## src/rtl/bias_sweep_pkg.sv

```systemverilog
// Shared types and default widths for the bias sweep sequencer.
// Holds the sequencer state encoding and the default bus widths.
// Imported by the top level and the settle timer.
package bias_sweep_pkg;

  localparam int DAC_W_DEF    = 12;
  localparam int ADC_W_DEF    = 12;
  localparam int SETTLE_W_DEF = 16;

  typedef enum logic [2:0] {
    ST_IDLE   = 3'd0,
    ST_LOAD   = 3'd1,
    ST_SETTLE = 3'd2,
    ST_SAMPLE = 3'd3,
    ST_EMIT   = 3'd4
  } bias_sweep_state_e;

endpackage

```

## src/rtl/settle_timer.sv

```systemverilog
// Loadable down-counter timing the analog settle window after each DAC load.
// Latency: count visible the cycle after load; zero flag is combinational on count.
// Backpressure: none; load wins over decrement, decrement stops at zero.
module settle_timer
  import bias_sweep_pkg::*;
#(
  parameter int SETTLE_W = SETTLE_W_DEF
) (
  input  logic                clk,
  input  logic                rst_n,
  input  logic                load,
  input  logic [SETTLE_W-1:0] load_val,
  input  logic                dec,
  output logic                zero
);

  logic [SETTLE_W-1:0] cnt;

  // Reload on request, otherwise count down while enabled and saturate at zero.
  always_ff @(posedge clk or negedge rst_n) begin
    if (!rst_n) begin
      cnt <= '0;
    end else if (load) begin
      cnt <= load_val;
    end else if (dec && (cnt != '0)) begin
      cnt <= cnt - 1'b1;
    end
  end

  assign zero = (cnt == '0);

endmodule

```

## src/rtl/bias_sweep_seq.sv

```systemverilog
// DC bias sweep sequencer: steps a DAC code, settles, samples the probe ADC, streams (code, sample).
// Latency: per point settle+4 cycles with zero-wait ADC and consumer; done one cycle after last handshake.
// Backpressure: holds the result in EMIT until res_ready; ADC request held until adc_ack.
module bias_sweep_seq
  import bias_sweep_pkg::*;
#(
  parameter int DAC_W    = DAC_W_DEF,
  parameter int ADC_W    = ADC_W_DEF,
  parameter int SETTLE_W = SETTLE_W_DEF
) (
  input  logic                clk,
  input  logic                rst_n,
  input  logic                start,
  input  logic                abort,
  input  logic [DAC_W-1:0]    cfg_start,
  input  logic [DAC_W-1:0]    cfg_stop,
  input  logic [DAC_W-1:0]    cfg_step,
  input  logic [SETTLE_W-1:0] cfg_settle,
  output logic                busy,
  output logic                done,
  output logic [DAC_W-1:0]    dac_code,
  output logic                dac_load,
  output logic                adc_req,
  input  logic                adc_ack,
  input  logic [ADC_W-1:0]    adc_data,
  output logic                res_valid,
  input  logic                res_ready,
  output logic [DAC_W-1:0]    res_code,
  output logic [ADC_W-1:0]    res_data
);

  bias_sweep_state_e   state;
  logic [DAC_W-1:0]    code_q;
  logic [DAC_W-1:0]    stop_q;
  logic [DAC_W-1:0]    step_q;
  logic [SETTLE_W-1:0] settle_q;
  logic [DAC_W-1:0]    res_code_q;
  logic [ADC_W-1:0]    res_data_q;
  logic                done_q;
  logic                tmr_zero;
  logic [DAC_W:0]      next_sum;
  logic                last_point;

  // One bit of headroom so a step past full scale ends the sweep instead of wrapping.
  assign next_sum   = {1'b0, code_q} + {1'b0, step_q};
  assign last_point = (next_sum > {1'b0, stop_q}) || (code_q >= stop_q);

  settle_timer #(
    .SETTLE_W (SETTLE_W)
  ) u_settle_timer (
    .clk      (clk),
    .rst_n    (rst_n),
    .load     (state == ST_LOAD),
    .load_val (settle_q),
    .dec      (state == ST_SETTLE),
    .zero     (tmr_zero)
  );

  // Sweep state machine; the code register doubles as the held DAC code.
  always_ff @(posedge clk or negedge rst_n) begin
    if (!rst_n) begin
      state      <= ST_IDLE;
      code_q     <= '0;
      stop_q     <= '0;
      step_q     <= '0;
      settle_q   <= '0;
      res_code_q <= '0;
      res_data_q <= '0;
      done_q     <= 1'b0;
    end else begin
      done_q <= 1'b0;
      if ((state != ST_IDLE) && abort) begin
        state <= ST_IDLE;
      end else begin
        case (state)
          ST_IDLE: begin
            // A start coinciding with the done pulse belongs to the old sweep and is dropped.
            if (start && !done_q) begin
              code_q   <= cfg_start;
              stop_q   <= cfg_stop;
              step_q   <= (cfg_step == '0) ? {{(DAC_W-1){1'b0}}, 1'b1} : cfg_step;
              settle_q <= cfg_settle;
              state    <= ST_LOAD;
            end
          end
          ST_LOAD: begin
            state <= ST_SETTLE;
          end
          ST_SETTLE: begin
            if (tmr_zero) begin
              state <= ST_SAMPLE;
            end
          end
          ST_SAMPLE: begin
            if (adc_ack) begin
              res_code_q <= code_q;
              res_data_q <= adc_data;
              state      <= ST_EMIT;
            end
          end
          ST_EMIT: begin
            if (res_ready) begin
              if (last_point) begin
                done_q <= 1'b1;
                state  <= ST_IDLE;
              end else begin
                code_q <= next_sum[DAC_W-1:0];
                state  <= ST_LOAD;
              end
            end
          end
          default: begin
            state <= ST_IDLE;
          end
        endcase
      end
    end
  end

  assign busy      = (state != ST_IDLE);
  assign done      = done_q;
  assign dac_code  = code_q;
  assign dac_load  = (state == ST_LOAD);
  assign adc_req   = (state == ST_SAMPLE);
  assign res_valid = (state == ST_EMIT);
  assign res_code  = res_code_q;
  assign res_data  = res_data_q;

endmodule

```

## config.mk

```make
export PLATFORM = sky130hd
export DESIGN_NAME = bias_sweep_seq
export DESIGN_NICKNAME = d
export VERILOG_FILES = /design/src/rtl/bias_sweep_pkg.sv /design/src/rtl/settle_timer.sv /design/src/rtl/bias_sweep_seq.sv
export SDC_FILE = /design/constraint.sdc
export NUM_CORES = 1
export LEC_CHECK = 0
export BUFFER_PORTS_ARGS = -buffer_cell sky130_fd_sc_hd__clkbuf_2
export CORE_MARGIN = 2
export CORE_UTILIZATION = 35
export DETAILED_ROUTE_END_ITERATION = 10
export GPL_ROUTABILITY_DRIVEN = 0
export PLACE_DENSITY = 0.6
export RECOVER_POWER = 50
export SLEW_MARGIN = 10
export SYNTH_ARGS = -nofsm -noshare
export SYNTH_HDL_FRONTEND = slang
export SYNTH_SLANG_ARGS = --single-unit
```

## constraint.sdc

```tcl
create_clock -name clk -period 4.7 [get_ports clk]
set_input_delay 0.94 -clock clk [delete_from_list [all_inputs] [get_ports clk]]
set_output_delay 0.94 -clock clk [all_outputs]
set_load 0.005 [all_outputs]
```

==> impl_metrics.yaml <==
cells_and_area:
  layout_commonest_cell: "clkbuf_2"
  design_area_sq_um: 6280
  regArea_sq_um: 2400
  fill_cells: 1451
  drive_gt1_frac: 0.313
  final_cell_mix: "clkbuf_2, dfrtp_1, mux2_2"
  n_antenna_cell: 0
  area_growth_pct: 19.0
  multiInputGateArea_sq_um: 2690
  finalNetCount: 704
critical_path:
  ff2ff_path_depth: 19
  crit_start: "dac_code[0]$_DFFE_PN0P_"
  worstSetupEndpoint: "dac_code[5]$_DFFE_PN0P_"
  crit_path_start_kind: "flip-flop"
  path_delay_family: "compound AO/OA/AOI/OAI gates"
  cp.depth: 19
  crit_fanout: 7
  crit_arrival_ns: 4.26
  max_stage_delay_ns: 0.40
  reg2reg_from: "dac_code[0]$_DFFE_PN0P_"
  reg2reg_to: "dac_code[5]$_DFFE_PN0P_"
  cp_slowest_cell: "fa_1"
  cp_cell_sequence: "ha_1 -> inv_1 -> fa_1 -> nor2b_1 -> o2111ai_1 -> nand3_1 -> a31oi_1 -> nor2b_1 -> nor2_1 -> xnor2_1 -> ha_1 -> a21o_1 -> a21oi_1 -> o211ai_1 -> o21ai_0 -> o21ai_1 -> o21ai_1 -> buf_4 -> mux2_2"
  worstPathBufferInverterCount: 2
  endpoint_kind: "flip-flop"
  worstPathRequired_ns: 4.94
  rrSetupSlack_ns: 0.67
  critPathKind: "flip-flop to flip-flop"
grt:
  gr-usage-all-layers: 0.169
  grt.overflow.total: 0
  antenna_found_initial: 0
  grt_pass1_vias: 4295
  grt_max_degree: 60
  grt_pass1_wl_um: 21400
cts:
  cts_hold_buf: 0
  clock_path_buffers: 2
  postCtsResizedCells: 0
  cts_setup_buffers: 0
  clkTransAtPathRegs_ns: 0.06
  h-tree-depth: 3
  root_buffer: "clkbuf_16"
  clock_latency_ns: 0.35
  clock_sinks: 96
  cts_tree: "yes"
  cts_made_buffers: 9
logic_synthesis:
  ys_seq_elements: 96
  ys_seq_area_frac: 0.455
  synth_top_area_frac: 0.455
  syn_nets: 595
  synth.cell_area_sq_um: 5280
  synth_top_cells_by_area: "dfrtp_1, mux2_2, ha_1"
  async_flop_share: 1.00
  yosysUniqueCellTypes: 51
  syn_avg_cell_area_sq_um: 10.8
  synth-edff-count: 0
  yosys_most_used_dff: "dfrtp_1"
  synth_cells: 487
  yosys_warnings: 0
  synth_largest_area_cell: "dfrtp_1"
timing:
  tightestPinTransition_ns: 3.10
  final.setup.worst_slack_ns: 0.672
  final.setup_skew_ns: 0.00905
  setup_viol: 0
  setup_tns_ns: 0
  hold_violations: 0
  fin_crit_ns: 4.03
  relSlewSlack: -1.07
  slew_violations: 60
  post-route-period-util: 0.857
  rsz0062_at_grt: "no"
  fmax_ghz: 0.248
pwr:
  combinationalPowerShare: 0.561
  switchingPower_mw: 2.15
  clock_power_share: 0.136
  p_int_mw: 2.96
  ir_drop_uv: 301
  seq_power_share: 0.304
  swShare: 0.420
  p_leak_nw: 2.99
  power_density_nw_per_um2: 813
  finalPower_mw: 5.11
floorplanning:
  die_w_um: 127
  start_util: 0.361
  core-area_sq_um: 14600
  num_rows: 44
  die_h_um: 127
  ios: 111
  die_area_sq_um: 16100
route:
  wl_met3_um: 733
  drc: 0
  viasPerCell: 5.19
  vias: 4071
  detailedRoute.firstIterationViolations: 175
  highest-signal-layer: "met4"
  first_pass_iters: 6
  wl_met1_um: 5690
  ant_nets: 0
  met2_length_um: 6290
  wire_per_inst_um: 16.5
  drt_wl_total_um: 12900
run_status:
  status: "finished, violations left"
  violations: "max-capacitance violations, max-slew violations"
flow_run:
  maxCapViolCount: 1
worst_hold_path:
  hp-class: "flip-flop to flip-flop"
placed_design:
  place_ws_ns: 0.771
  place_area_sq_um: 6030
  port_buffers: 110
  dp.final_hpwl_um: 9980
[worst min-delay path, stage by stage (launching register included)]
cell and delay (ns):
dfrtp_1 0.34, nand2_1 0.04, o21ai_0 0.06
[flip-flops by register name (all words and copies together), names as in the netlist]
name and count:
stop_q 12, step_q 12, settle_q 16, res_code 12
state 3, done 1, dac_code 12, res_data 12
u_settle_timer.cnt 16
[cells in the mapped netlist, drive strengths merged (4+ instances only)]
master	count
mux2	65
nand2	29
o211ai	6
nand3	8
and3	5
clkbuf	9
a221o	8
mux2i	13
nor3	16
inv	29
nor2b	7
xnor2	11
nor2	30
or3	4
nor4	6
dfrtp	96
a21o	7
ha	37
buf	9
o21ai	30
a21oi	22
nand2b	7
[cells by family (layout without fill, tap and decap cells)]
| group | count (synthesis) | count (layout) | synth area share |
|---|---|---|---|
| AO/OA/AOI/OAI | 93 | 93 | 0.116 |
| buffers and inverters | 47 | 160 | 0.0363 |
| XOR/XNOR | 13 | 13 | 0.0216 |
| flip-flops | 96 | 96 | 0.455 |
| AND/OR/NAND/NOR | 122 | 122 | 0.116 |
| adder cells (fa/ha/maj) | 38 | 38 | 0.0915 |
| multiplexers | 78 | 78 | 0.163 |
[power by group through the flow]
| stage | registers, mW | clock network [mW] | logic, mW |
|---|---|---|---|
| 2_1_floorplan | 1.48 | 0 | 2.12 |
| 3_3_place_gp | 1.55 | 0 | 2.79 |
| 3_5_place_dp | 1.57 | 0 | 2.87 |
| 4_1_cts | 1.56 | 0.721 | 2.89 |
| 5_1_grt | 1.62 | 0.760 | 3.22 |
| 6_report | 1.55 | 0.693 | 2.87 |
[stage by stage]
stage,util,hold slack (ns),instances
2_1_floorplan,-,0.444,487
5_1_grt,0.429,0.518,784
3_5_place_dp,0.412,0.467,769
3_3_place_gp,0.412,0.463,769
4_1_cts,0.430,0.483,784
6_report,0.429,0.476,784
[layer usage]
metal  vias up  GRT usage
li1       1975          -
met1      1957      0.213
met2       118      0.287
met3        21     0.0434
met4         0     0.0517
met5         -          0
[worst min path at each step]
stage,start,end,depth (start not counted)
floorplan,settle_q[12]$_DFFE_PN0P_,u_settle_timer.cnt[12]$_DFFE_PN0P_,2
global placement,settle_q[12]$_DFFE_PN0P_,u_settle_timer.cnt[12]$_DFFE_PN0P_,2
detailed placement,settle_q[12]$_DFFE_PN0P_,u_settle_timer.cnt[12]$_DFFE_PN0P_,2
CTS,res_code[3]$_DFFE_PN0P_,res_code[3]$_DFFE_PN0P_,2
global route,stop_q[4]$_DFFE_PN0P_,stop_q[4]$_DFFE_PN0P_,1
finish,res_code[3]$_DFFE_PN0P_,res_code[3]$_DFFE_PN0P_,2
[layout make-up]
class	count	area share
clock inverter	2	0.00219
inverter	29	0.0173
sequential	96	0.382
timing repair buffer	116	0.0922
tap	184	0.0366
clock buffer	13	0.0414
multi-input combinational	344	0.428
No activity file was read; power rests on OpenSTA's default activity.
